==> src/rtl/alu_core_pkg.sv <==
// Shared ALU definitions: opcode encodings, default data width and FSM state type.
package alu_core_pkg;
  localparam int ALU_DATA_W = 8;
  localparam int FLAG_LEN   = 2;

  localparam logic [3:0] ALU_OP_ADD  = 4'h0;
  localparam logic [3:0] ALU_OP_ADC  = 4'h1;
  localparam logic [3:0] ALU_OP_SUB  = 4'h2;
  localparam logic [3:0] ALU_OP_SBC  = 4'h3;
  localparam logic [3:0] ALU_OP_AND  = 4'h4;
  localparam logic [3:0] ALU_OP_OR   = 4'h5;
  localparam logic [3:0] ALU_OP_XOR  = 4'h6;
  localparam logic [3:0] ALU_OP_NOT  = 4'h7;
  localparam logic [3:0] ALU_OP_SHL  = 4'h8;
  localparam logic [3:0] ALU_OP_SHR  = 4'h9;
  localparam logic [3:0] ALU_OP_ROL  = 4'hA;
  localparam logic [3:0] ALU_OP_CMP  = 4'hB;
  localparam logic [3:0] ALU_OP_MUL  = 4'hC;
  localparam logic [3:0] ALU_OP_INC  = 4'hD;
  localparam logic [3:0] ALU_OP_DEC  = 4'hE;
  localparam logic [3:0] ALU_OP_PASS = 4'hF;

  typedef enum logic {ST_IDLE, ST_MUL} alu_state_e;
endpackage

==> src/rtl/alu_mul_seq.sv <==
// Shift-add multiplier: one partial-product add and right shift per step, DATA_W steps.
module alu_mul_seq
  import alu_core_pkg::*;
#(
  parameter int DATA_W = ALU_DATA_W
) (
  input  logic                  CLK,
  input  logic                  RESET,
  input  logic                  load_i,
  input  logic                  step_i,
  input  logic [DATA_W-1:0]     a_i,
  input  logic [DATA_W-1:0]     b_i,
  output logic [2*DATA_W-1:0]   prod_d_o,
  output logic                  last_o
);
  localparam int CNT_W = $clog2(DATA_W);

  logic [DATA_W-1:0]   mcand_q;
  logic [2*DATA_W-1:0] prod_q;
  logic [CNT_W-1:0]    cnt_q;
  logic [DATA_W:0]     hi_sum;

  // Low half starts as the multiplier and is consumed LSB-first as the product shifts in.
  always_comb begin
    hi_sum = {1'b0, prod_q[2*DATA_W-1:DATA_W]};
    if (prod_q[0]) hi_sum = hi_sum + {1'b0, mcand_q};
    prod_d_o = {hi_sum, prod_q[DATA_W-1:1]};
  end

  assign last_o = (cnt_q == CNT_W'(DATA_W-1));

  always_ff @(posedge CLK or negedge RESET) begin
    if (!RESET) begin
      mcand_q <= '0;
      prod_q  <= '0;
      cnt_q   <= '0;
    end else if (load_i) begin
      mcand_q <= a_i;
      prod_q  <= {{DATA_W{1'b0}}, b_i};
      cnt_q   <= '0;
    end else if (step_i) begin
      prod_q  <= prod_d_o;
      cnt_q   <= cnt_q + 1'b1;
    end
  end
endmodule

==> src/rtl/alu_core.sv <==
// Multi-cycle ALU: single-cycle ops complete on the accepting edge, MUL runs DATA_W steps.
module alu_core
  import alu_core_pkg::*;
#(
  parameter int DATA_W = ALU_DATA_W
) (
  input  logic              CLK,
  input  logic              RESET,
  input  logic              start,
  input  logic [3:0]        op,
  input  logic [DATA_W-1:0] a,
  input  logic [DATA_W-1:0] b,
  input  logic              carry_in,
  output logic              busy,
  output logic              done,
  output logic              set_flag_alu,
  output logic [DATA_W-1:0] result,
  output logic [DATA_W-1:0] result_hi,
  output logic              fl_zf,
  output logic              fl_cf
);
  localparam int W1 = DATA_W + 1;

  alu_state_e state_q, state_d;
  logic accept, mul_load, mul_step, mul_last;
  logic [2*DATA_W-1:0] prod_d;
  logic [W1-1:0] ext_a, ext_b, ext_c, wide;
  logic [DATA_W-1:0] res_c;
  logic cf_c, zf_c;
  logic done_q, zf_q, cf_q;
  logic [DATA_W-1:0] result_q, result_hi_q;

  alu_mul_seq #(.DATA_W(DATA_W)) u_mul (
    .CLK(CLK), .RESET(RESET), .load_i(mul_load), .step_i(mul_step),
    .a_i(a), .b_i(b), .prod_d_o(prod_d), .last_o(mul_last)
  );

  always_ff @(posedge CLK or negedge RESET) begin
    if (!RESET) state_q <= ST_IDLE;
    else        state_q <= state_d;
  end

  always_comb begin
    state_d = state_q;
    case (state_q)
      ST_IDLE: if (start && op == ALU_OP_MUL) state_d = ST_MUL;
      ST_MUL:  if (mul_last) state_d = ST_IDLE;
      default: state_d = ST_IDLE;
    endcase
  end

  always_comb begin
    busy     = (state_q == ST_MUL);
    accept   = (state_q == ST_IDLE) && start;
    mul_load = accept && (op == ALU_OP_MUL);
    mul_step = (state_q == ST_MUL);
  end

  // Everything is formed at DATA_W+1 bits so the top bit is always the CF value.
  always_comb begin
    ext_a = {1'b0, a};
    ext_b = {1'b0, b};
    ext_c = {{DATA_W{1'b0}}, carry_in};
    wide  = '0;
    case (op)
      ALU_OP_ADD:  wide = ext_a + ext_b;
      ALU_OP_ADC:  wide = ext_a + ext_b + ext_c;
      ALU_OP_SUB,
      ALU_OP_CMP:  wide = ext_a - ext_b;
      ALU_OP_SBC:  wide = ext_a - ext_b - ext_c;
      ALU_OP_AND:  wide = {1'b0, a & b};
      ALU_OP_OR:   wide = {1'b0, a | b};
      ALU_OP_XOR:  wide = {1'b0, a ^ b};
      ALU_OP_NOT:  wide = {1'b0, ~a};
      ALU_OP_SHL:  wide = {a, 1'b0};
      ALU_OP_SHR:  wide = {a[0], 1'b0, a[DATA_W-1:1]};
      ALU_OP_ROL:  wide = {a, carry_in};
      ALU_OP_INC:  wide = ext_a + W1'(1);
      ALU_OP_DEC:  wide = ext_a - W1'(1);
      ALU_OP_PASS: wide = ext_b;
      default:     wide = '0;
    endcase
    res_c = wide[DATA_W-1:0];
    cf_c  = wide[DATA_W];
    zf_c  = (res_c == '0);
  end

  always_ff @(posedge CLK or negedge RESET) begin
    if (!RESET) begin
      done_q      <= 1'b0;
      zf_q        <= 1'b0;
      cf_q        <= 1'b0;
      result_q    <= '0;
      result_hi_q <= '0;
    end else begin
      done_q <= 1'b0;
      if (accept && op != ALU_OP_MUL) begin
        done_q <= 1'b1;
        zf_q   <= zf_c;
        cf_q   <= cf_c;
        // CMP only updates flags
        if (op != ALU_OP_CMP) begin
          result_q    <= res_c;
          result_hi_q <= '0;
        end
      end else if (mul_step && mul_last) begin
        done_q      <= 1'b1;
        result_q    <= prod_d[DATA_W-1:0];
        result_hi_q <= prod_d[2*DATA_W-1:DATA_W];
        zf_q        <= (prod_d == '0);
        cf_q        <= |prod_d[2*DATA_W-1:DATA_W];
      end
    end
  end

  assign done         = done_q;
  assign set_flag_alu = done_q;
  assign result       = result_q;
  assign result_hi    = result_hi_q;
  assign fl_zf        = zf_q;
  assign fl_cf        = cf_q;
endmodule

==> config.mk <==
export PLATFORM = sky130hd
export DESIGN_NAME = alu_core
export DESIGN_NICKNAME = d
export VERILOG_FILES = /design/src/rtl/alu_core_pkg.sv /design/src/rtl/alu_mul_seq.sv /design/src/rtl/alu_core.sv
export SDC_FILE = /design/constraint.sdc
export NUM_CORES = 1
export LEC_CHECK = 0
export CAP_MARGIN = 20
export CORE_ASPECT_RATIO = 1.75
export CORE_UTILIZATION = 64
export DETAILED_ROUTE_END_ITERATION = 16
export PLACE_DENSITY_LB_ADDON = 0.3
export SLEW_MARGIN = 15
export SYNTH_ARGS = -nofsm -noshare
export SYNTH_HDL_FRONTEND = slang
export SYNTH_SLANG_ARGS = --single-unit
==> constraint.sdc <==
create_clock -name CLK -period 7.5 [get_ports CLK]
set_input_delay 1.5 -clock CLK [delete_from_list [all_inputs] [get_ports CLK]]
set_output_delay 1.5 -clock CLK [all_outputs]
set_load 0.01 [all_outputs]
---- Yosys cells after proc, flatten, opt, wreduce, memory -nomap -nowiden ----
Index checks and enable logic that the tools add are counted.
operators by class
  add/sub/neg operators ................... 8
  equality and inequality tests ........... 19
  muxes and demuxes ....................... 21
  bitwise operators ....................... 5
  reduce and logical (&&, ||, !) cells .... 13
operators with widths
  kind                   number
  $pmux W9 S14           1
  $mux W8                6
  $eq A4 B4 Y1 const B   8
  $mux W16               2
  $add A8 B8 Y9          2
  $eq A4 B3 Y1 const B   4
  $logic_not A16 Y1      1
  $add A8 B1 Y9 const B  1
  $add A9 B1 Y9          1
  $mux W9                1
  $sub A8 B1 Y9 const B  1
  $sub A8 B8 Y9          1
  $sub A9 B1 Y9          1
  $and A8 B8 Y8          1
  $eq A4 B2 Y1 const B   2
  $logic_not A8 Y1       1
  $mux W1                8
  $ne A4 B4 Y1 const B   2
  $not A8 Y8             1
  $or A8 B8 Y8           1
  $reduce_or A8 Y1       1
  $xor A8 B8 Y8          1
  $mux W3                2
  $logic_and A1 B1 Y1    5
  other kinds (10)       11
storage, ports and cells
  bits in registers ....................... 47
  input port bits ......................... 24
  word-level logic and storage cells ...... 75

---- Logic depth before layout (Yosys ltp) ----
Gate-level depths: netlist of run 1.
  depth after elaboration ................. 5
  mapped depth ............................ 13

---- Hierarchy ----
From an unflattened synthesis of run 1, not the netlist that was laid out.
unflattened totals
  cells, all modules ...................... 601
  area total of the unflattened synthesis .. 5029.8 µm²
modules (own cells, without submodules)
  module       times used  cells each  area each (µm²)
  alu_core     1           431         3274.4
  alu_mul_seq  1           170         1755.4

---- Least setup slack after synthesis of run 1 ----
OpenSTA, ideal clock, no wires.
  path type ............................... input port to flip-flop
  from .................................... input port a[0]
  to ...................................... register cf_q, in the netlist fl_cf
  data arrival time ....................... 4.399 ns
  data required time ...................... 7.376 ns
  setup slack ............................. 2.977 ns
  stages .................................. 10
  buffers on the path ..................... 0
  cells stage by stage .................... ha_1 -> fa_1 -> a211oi_1 -> nor2_1 -> nor4_4 -> or4b_4 -> nor3_1 -> mux2_1 -> a211o_1 -> a211o_1
between the ends
  word-level cells in the longest chain between the ends .. 4
ends and longest elaborated chain
  item                                            RTL line                        RTL
  start, declared                                 alu_core.sv:11                  input logic [DATA_W-1:0] a,
  $sub A8 B8 Y9 or $add A8 B8 Y9 (tied branches)  -
  $sub A9 B1 Y9 or $add A9 B1 Y9 (tied branches)  alu_core.sv:70, alu_core.sv:67
  $pmux W9 S14 (*)                                alu_core.sv:65                  case (op)
  $mux W1 (*)                                     alu_core.sv:97                  if (accept && op != ALU_OP_MUL) begin
  end signal, assigned                            alu_core.sv:111                 cf_q <= |prod_d[2*DATA_W-1:DATA_W];
  end, declared                                   alu_core.sv:30                  logic done_q, zf_q, cf_q;
Every way passes the cells marked *; elsewhere a longest branch is shown, timed or not.
A chain may end at the register's enable or synchronous reset.

---- Worst setup path after layout of run 1 ----
Same ends and word-level chain as after synthesis.

==> flow_summary.yaml, run 1 <==
cts:
  cts_tree: "built"
  h-tree-depth: 2
  clock_latency_ns: 0.29
  cts_resized: 0
  clock_path_buffers: 2
  cts_made_buffers: 5
  clock-sinks: 47
  cts_hold_buffers: 0
  cts_setup_buffers: 0
  cts_root_buf: "clkbuf_16"
  cts.clk_slew.worst_paths_ns: 0.07
critical_path:
  cp.required_ns: 7.68
  path_cells: "clkdlybuf4s50_1 > ha_1 > fa_1 > a211oi_1 > nor2_1 > nor4_4 > or4b_4 > nor3_1 > mux2_1 > a211o_1 > a211o_1"
  crit_path_frequent_cell: "a211o_1"
  cp_data_arrival_time_ns: 5.45
  crit_family: "simple AND/OR/NAND/NOR gates"
  path_class: "input pin to register"
  max_stage_delay_ns: 0.58
  cp-end-kind: "register"
  critPathMaxFanout: 9
  critPathBufInv: 1
  startpoint_type: "input pin"
  critPathSlowestCell: "clkdlybuf4s50_1"
layout:
  diodes: 0
  syn_to_final_growth_pct: 12.66
  final_nets: 713
  layout-drive-gt1-share_pct: 5.460
sta:
  worstMarginPinSlew_ns: 1.012
  setup_viol: 0
  fin_crit_ns: 5.270
  fin_skew_ns: 0.009198
  finalHoldViolations: 0
  fmax_ghz: 0.1898
  tns_ns: 0
  slew_violations: 0
  slew_headroom_pct: 31.96
  rsz0062_at_grt: "false"
  finalCritPeriodShare_pct: 70.27
synth:
  yosysTopAreaCell: "dfrtp_1"
  async_reset_ff_share_pct: 100.0
  synth-seq-cells: 47
  synthesis.nets: 687
  synth_fa_ha_area_share_pct: 13.12
  synth_top_family_by_area: "compound AO/OA/AOI/OAI gates"
  synthFlopType: "dfrtp_1"
  synth_area_leaders: "dfrtp_1, ha_1, nand2_1"
  synth_xor_area_share_pct: 3.217
  synth_top_cell_area_share_pct: 24.00
  synth-edff-count: 0
  yosys_warnings: 0
  syn_area_per_cell_um2: 7.982
  synth_compound_area_share_pct: 31.32
  muxShareOfSynthArea_pct: 1.889
  synth_area_um2: 4901
  ys_seq_area_share_pct: 24.00
  ys_types: 77
  synth-simple-area-share_pct: 21.27
  synthCells: 614
detailed_routing:
  drc: 0
  num_vias: 5221
  wirelength_um: 17000
  drtAntennaViolNets: 0
  wire_per_inst_um: 23.38
  drt_first_pass_iters: 5
  viasPerCell: 7.182
  first_iter_violations: 513
pwr:
  total_power_mw: 1.433
  p_per_area_nw_per_um2: 259.5
  vdd_drop_max_uv: 119.6
  power.leakage_nw: 2.468
grt:
  antenna_found_initial: 0
  grt_remaining_overflow: 0
  grt_usage_pct: 45.50
  grt_pass1_wl_um: 26810
  grt_pass1_vias: 5221
  grt_max_degree: 42
floorplan:
  rows: 41
  io_pins: 45
  initial_utilization_pct: 67.28
  die_w_um: 68.15
  core-area_um2: 7284
  die_area_um2: 8026
  die_h_um: 117.8
run:
  drv_cap: 0
worst_hold_path:
  hp-class: "register to register"
place:
  place_congestion: 1.046
  dp_hpwl_um: 13190
  io_buffers: 44
status:
  status: "completed"
Yosys cell counts, types with 5 or more instances:
library cell / number
and3_1: 5
nor3_1: 12
xor2_1: 7
o22ai_1: 17
nand4_1: 5
or2_2: 5
a22oi_1: 11
dfrtp_1: 47
or3_1: 5
nor2_1: 35
xnor2_1: 11
a211o_1: 10
nand2_1: 81
a21oi_1: 39
o21bai_1: 5
o21ai_1: 6
buf_2: 8
clkbuf_1: 20
nand3_1: 12
ha_1: 45
inv_1: 28
o221ai_1: 6
o21ai_0: 46
nand2b_1: 7
nor2b_1: 7
a221oi_1: 6
mux2i_1: 7
a211oi_1: 13
a21o_1: 12
or2_1: 6
a31oi_1: 6
worst paths after layout:
check / startpoint / endpoint / slack, ns / cells after the start
setup / recovery: a[0] / fl_cf / 2.23 / 11
hold / removal: result[3] / result[3] / 0.49 / 1
setup reg to reg: u_mul.prod_q[8] / fl_cf / 4.49 / 10
hold reg to reg: result[3] / result[3] / 0.49 / 1
max in group asynchronous: RESET / result_hi[7] / 5.74 / 2
min in group asynchronous: RESET / u_mul.cnt_q[1] / 1.02 / 1
layout by cell type (no fill, tap or decap), drive strengths merged, types with 17 or more instances in the layout:
cell	netlist	layout
a21oi	39	39
nand2	81	81
ha	45	45
nor2	35	35
clkdlybuf4s50	0	43
o22ai	17	17
inv	30	30
o21ai	52	52
dfrtp	47	47
layer usage:
layer  routed length [µm]  global-route usage [%]  vias up
li1                     -                       -     2349
met1                 5655                   45.65     2469
met2                 8517                   73.90      301
met3                 1031                   9.109      102
met4                 1796                   41.80        0
met5                    0                       0        -
power by group:
part	internal [mW]	total (mW)	leakage, nW	switching [mW]
Combinational	0.309	0.773	1.78	0.463
Sequential	0.341	0.423	0.612	0.0818
Clock	0.142	0.237	0.0761	0.0953
Total	0.792	1.43	2.47	0.640
kinds of logic (layout without fill, tap and decap cells):
kind of cell    Yosys count  in the layout
compound gates          223            223
simple gates            206            206
buf+inv                  62             89
fa+ha+maj                49             49
flops                    47             47
xor+xnor                 18             18
mux                       9              9
per-stage QoR:
stage	cell area (µm²)	hold WS [ns]	setup WS, ns	std cells	util [%]
after floorplan	4901	0.4538	2.977	614	-
after global placement	5361	0.4642	1.989	719	73.60
after detailed placement	5361	0.4718	1.957	719	73.60
after CTS	5522	0.4864	2.243	727	75.80
after global routing	5522	0.5091	1.865	727	75.80
final	5522	0.4856	2.230	727	75.80
registers in the layout, indices dropped and copies added (netlist names):
register	cells
result_hi	8
result	8
u_mul.mcand_q	8
fl_zf	1
u_mul.prod_q	16
done	1
u_mul.cnt_q	3
busy	1
fl_cf	1
final cells by class:
cell class	instances	area, µm²
multi-input cells	505	3477
fillers	569	1763
flip-flops and latches	47	1176
repair buffers	51	488.0
clock buffers	7	152.6
inverters	30	112.6
well taps	86	107.6
clock inverters	1	7.507
(Power assumes the default switching activity.)
==> run 2: changes to the inputs <==
--- a/config.mk
+++ b/config.mk
@@ -7,7 +7,7 @@
 export LEC_CHECK = 0
 export CAP_MARGIN = 20
 export CORE_ASPECT_RATIO = 1.75
-export CORE_UTILIZATION = 64
+export CORE_UTILIZATION = 54
 export DETAILED_ROUTE_END_ITERATION = 16
 export PLACE_DENSITY_LB_ADDON = 0.3
 export SLEW_MARGIN = 15
==> constraint.sdc (replaced) <==
create_clock -name CLK -period 4.8 [get_ports CLK]
set_input_delay 0.96 -clock CLK [delete_from_list [all_inputs] [get_ports CLK]]
set_output_delay 0.96 -clock CLK [all_outputs]
set_load 0.01 [all_outputs]
==> flow_summary.yaml, run 2 (synthesized netlist as in run 1, its figures left out) <==
place:
  dp_hpwl_um: 13900
  io_buffers: 44
  place_congestion: 0.9903
layout:
  fin_util_pct: 66.72
  regMostFlops: "u_mul.prod_q"
  syn_to_final_growth_pct: 18.82
  diodes: 0
  largest_reg_flops: 16
  final_cell_mix: "nand2_1, dfrtp_1, o21ai_0, ha_1, clkdlybuf4s50_1"
  layout-drive-gt1-share_pct: 9.552
  final_nets: 742
  final_common_cell: "nand2_1"
floorplan:
  core-area_um2: 8727
  die_area_um2: 9476
  io_pins: 45
  initial_utilization_pct: 56.16
  die_h_um: 128.0
  rows: 45
  die_w_um: 74.02
sta:
  fin_skew_ns: 0.006956
  finalCritPeriodShare_pct: 92.35
  setup_viol: 0
  worstMarginPinSlew_ns: 0.9698
  finalHoldViolations: 0
  tns_ns: 0
  slew_violations: 0
  slew_headroom_pct: 35.15
  fmax_ghz: 0.2256
  fin_crit_ns: 4.433
  rsz0062_at_grt: "false"
cts:
  cts_setup_buffers: 0
  cts.clk_slew.worst_paths_ns: 0.07
  cts_hold_buffers: 0
  clock_latency_ns: 0.30
  cts_root_buf: "clkbuf_16"
  cts_made_buffers: 5
  clock_path_buffers: 2
  cts_tree: "built"
  cts_resized: 0
  h-tree-depth: 2
  clock-sinks: 47
critical_path:
  cp-end-kind: "register"
  path_class: "input pin to register"
  cp_data_arrival_time_ns: 4.62
  critPathMaxFanout: 4
  startpoint_type: "input pin"
  cp.required_ns: 4.98
status:
  status: "completed"
detailed_routing:
  first_iter_violations: 364
  viasPerCell: 6.686
  drtAntennaViolNets: 0
  wl_met3_um: 969
  wl_met2_um: 9162
  met1Wirelength_um: 6012
  drc: 0
  wire_per_inst_um: 22.33
  num_vias: 5262
  wirelength_um: 17570
  maxUsedRoutingLayer: "met4"
  drt_first_pass_iters: 8
grt:
  grt_remaining_overflow: 0
  grt_pass1_vias: 5150
  grt_max_degree: 48
  antenna_found_initial: 0
  grt_pass1_wl_um: 26970
  grt_usage_pct: 38.44
pwr:
  vdd_drop_max_uv: 310.0
  total_power_mw: 2.355
  power.leakage_nw: 2.629
  p_per_area_nw_per_um2: 404.4
run:
  drv_cap: 0
worst_hold_path:
  hp-class: "register to register"
==> run 2: cell types whose count changed in the layout (fill, tap and decap cells not counted), sizes merged <==
| cell | delta |
|---|---|
| buf | +29 |
| bufinv | +2 |
| clkbuf | -2 |
==> run 2: stage by stage <==
| stage | setup WS [ns] | hold slack (ns) | instance area, µm² | std cells |
|---|---|---|---|---|
| after CTS | 0.4071 | 0.4969 | 5803 | 786 |
| final | 0.3672 | 0.4927 | 5823 | 787 |
| after global placement | 0.1318 | 0.4661 | 5610 | 778 |
| after global routing | 0.2899 | 0.5155 | 5823 | 787 |
| after detailed placement | 0.1100 | 0.4823 | 5610 | 778 |
| after floorplan | 0.8166 | 0.4538 | 4901 | 614 |
==> run 2: worst max-delay path: stages <==
cell,delay (ns)
clkdlybuf4s50_1,0.45
ha_1,0.26
fa_1,0.40
a211oi_1,0.29
nor2_1,0.15
nor4_4,0.39
or4b_4,0.53
nor3_1,0.23
mux2_1,0.35
a211o_1,0.31
a211o_1,0.29
==> run 2: report_power, final <==
group          internal (mW)  total (mW)  leakage, nW  switching [mW]
Combinational          0.505        1.23         1.93           0.722
Sequential             0.533       0.667        0.612           0.134
Clock                  0.299       0.461       0.0900           0.162
==> run 2: path summary, 6_finish.rpt <==
kind | start | to | slack (ns) | cells past startpoint
setup reg to reg | u_mul.prod_q[8] | fl_cf | 1.85 | 10
hold reg to reg | result[0] | result[0] | 0.49 | 2
setup / recovery | a[0] | fl_cf | 0.37 | 11
hold / removal | result[0] | result[0] | 0.49 | 2
min in group asynchronous | RESET | busy | 0.54 | 1
max in group asynchronous | RESET | result[0] | 3.78 | 2
==> run 2: area by class of cell <==
cell class / count / area [µm²]
tap: 117 / 146.4
multi-input combinational: 505 / 3477
clock buffer: 5 / 125.1
timing repair buffer: 80 / 718.2
clock inverter: 3 / 67.56
fill: 760 / 2904
inverter: 30 / 112.6
sequential: 47 / 1176
==> run 2: layer usage <==
metal | global-route usage (%) | up-vias
li1 | - | 2409
met1 | 38.01 | 2489
met2 | 68.82 | 271
met3 | 5.189 | 93
met4 | 30.43 | 0
met5 | 0 | -
==> run 3: changes to the inputs <==
--- a/config.mk
+++ b/config.mk
@@ -10,6 +10,7 @@
 export CORE_UTILIZATION = 54
 export DETAILED_ROUTE_END_ITERATION = 16
 export PLACE_DENSITY_LB_ADDON = 0.3
+export REMOVE_ABC_BUFFERS = 1
 export SLEW_MARGIN = 15
 export SYNTH_ARGS = -nofsm -noshare
 export SYNTH_HDL_FRONTEND = slang
==> flow_summary.yaml, run 3 (synthesized netlist as in run 1, its figures left out) <==
pwr:
  power.leakage_nw: 2.596
  clkPwrFrac_pct: 16.0
  total_power_mw: 2.231
  power.internal_mw: 1.248
  power_frac_comb_pct: 54.4
  p_seq_share_pct: 29.7
  vdd_drop_max_uv: 274.5
  p_switching_mw: 0.9827
  p_per_area_nw_per_um2: 387.1
  p_sw_share_pct: 44.05
cts:
  cts_resized: 0
  h-tree-depth: 2
  cts_tree: "built"
  clock-sinks: 47
  clock_path_buffers: 2
  clock_latency_ns: 0.29
  cts_setup_buffers: 0
  cts_made_buffers: 5
  cts.clk_slew.worst_paths_ns: 0.06
  cts_hold_buffers: 0
  cts_root_buf: "clkbuf_16"
critical_path:
  ff2ff_setup_slack_ns: 1.84
  critPathMaxFanout: 3
  startpoint_type: "input pin"
  path_class: "input pin to register"
  setup.worst_path.end: "fl_cf"
  r2r_cells: 10
  r2r_end: "fl_cf"
  cp_data_arrival_time_ns: 4.66
  critPathLaunch: "a[0]"
  cp-end-kind: "register"
  cp.required_ns: 4.98
  worstReg2RegStart: "u_mul.prod_q[8]"
place:
  place_congestion: 1.000
  dp.cells: 775
  pre_cts_ws_ns: 0.08542
  dp_hpwl_um: 13810
  placed_area_um2: 5588
  io_buffers: 44
detailed_routing:
  first_iter_violations: 325
  drtAntennaViolNets: 0
  wirelength_um: 17350
  drt_first_pass_iters: 5
  maxUsedRoutingLayer: "met4"
  num_vias: 5173
  viasPerCell: 6.598
  met1Wirelength_um: 6239
  wl_met3_um: 721
  wire_per_inst_um: 22.12
  drc: 0
  wl_met2_um: 9110
grt:
  grt_pass1_vias: 5191
  grt_remaining_overflow: 0
  grt_max_degree: 48
  grt_usage_pct: 39.06
  grt_pass1_wl_um: 27420
  antenna_found_initial: 0
status:
  status: "completed"
sta:
  finalCritPeriodShare_pct: 93.41
  fin_skew_ns: 0.004246
  fin_crit_ns: 4.484
  slew_violations: 0
  fmax_ghz: 0.2230
  whs_ns: 0.4839
  tns_ns: 0
  setup_viol: 0
  rsz0062_at_grt: "false"
  finalHoldViolations: 0
  worstMarginPinSlew_ns: 1.040
  slew_headroom_pct: 30.35
  worst_slack_ns: 0.3165
floorplan:
  die_w_um: 74.02
  rows: 45
  die_h_um: 128.0
  io_pins: 45
  die_area_um2: 9476
  initial_utilization_pct: 56.16
  core-area_um2: 8727
layout:
  fin_util_pct: 66.04
  largest_reg_flops: 16
  regMostFlops: "u_mul.prod_q"
  final_common_cell: "nand2_1"
  final_nets: 739
  diodes: 0
  syn_to_final_growth_pct: 17.59
  fin_area_um2: 5763
  fin_cells: 784
  layout-drive-gt1-share_pct: 9.145
  final_cell_mix: "nand2_1, dfrtp_1, o21ai_0, ha_1, clkdlybuf4s50_1"
worst_hold_path:
  hp-class: "register to register"
run:
  drv_cap: 0
[run 3: routing by layer]
layer  GRT usage, %  up-vias
li1               -     2404
met3          5.031       70
met1          40.97     2490
met2          69.36      209
met4          27.15        0
met5              0        -
[run 3: worst min-delay path by stage]
stage                           startpoint          endpoint  slack [ns]  depth (start not counted)
after CTS                        result[5]         result[5]        0.49                          1
after global placement    u_mul.mcand_q[6]  u_mul.mcand_q[6]        0.47                          2
after detailed placement         result[5]         result[5]        0.47                          1
after floorplan           u_mul.mcand_q[0]  u_mul.mcand_q[0]        0.45                          2
after global routing             result[2]         result[2]        0.52                          2
final                     u_mul.mcand_q[0]  u_mul.mcand_q[0]        0.48                          2
[run 3: final cells by class]
type | instances | area (µm²)
clock buffer | 6 | 138.9
clock inverter | 2 | 16.27
fill | 774 | 2964
inverter | 30 | 112.6
multi-input combinational | 505 | 3477
sequential | 47 | 1176
tap | 117 | 146.4
timing repair buffer | 77 | 695.7
[run 3: power groups by stage]
stage	clock, mW	sequential [mW]	combinational [mW]
after floorplan	0	0.664	0.706
after global placement	0	0.658	1.14
after detailed placement	0	0.666	1.18
after CTS	0.361	0.659	1.19
after global routing	0.373	0.679	1.33
final	0.357	0.661	1.21
[run 3: critical path, cell delays in order]
cell	delay, ns
clkdlybuf4s50_1	0.49
ha_1	0.27
fa_1	0.42
a211oi_1	0.35
nor2_1	0.16
nor4_4	0.34
or4b_4	0.52
nor3_1	0.22
mux2_1	0.35
a211o_1	0.30
a211o_1	0.29
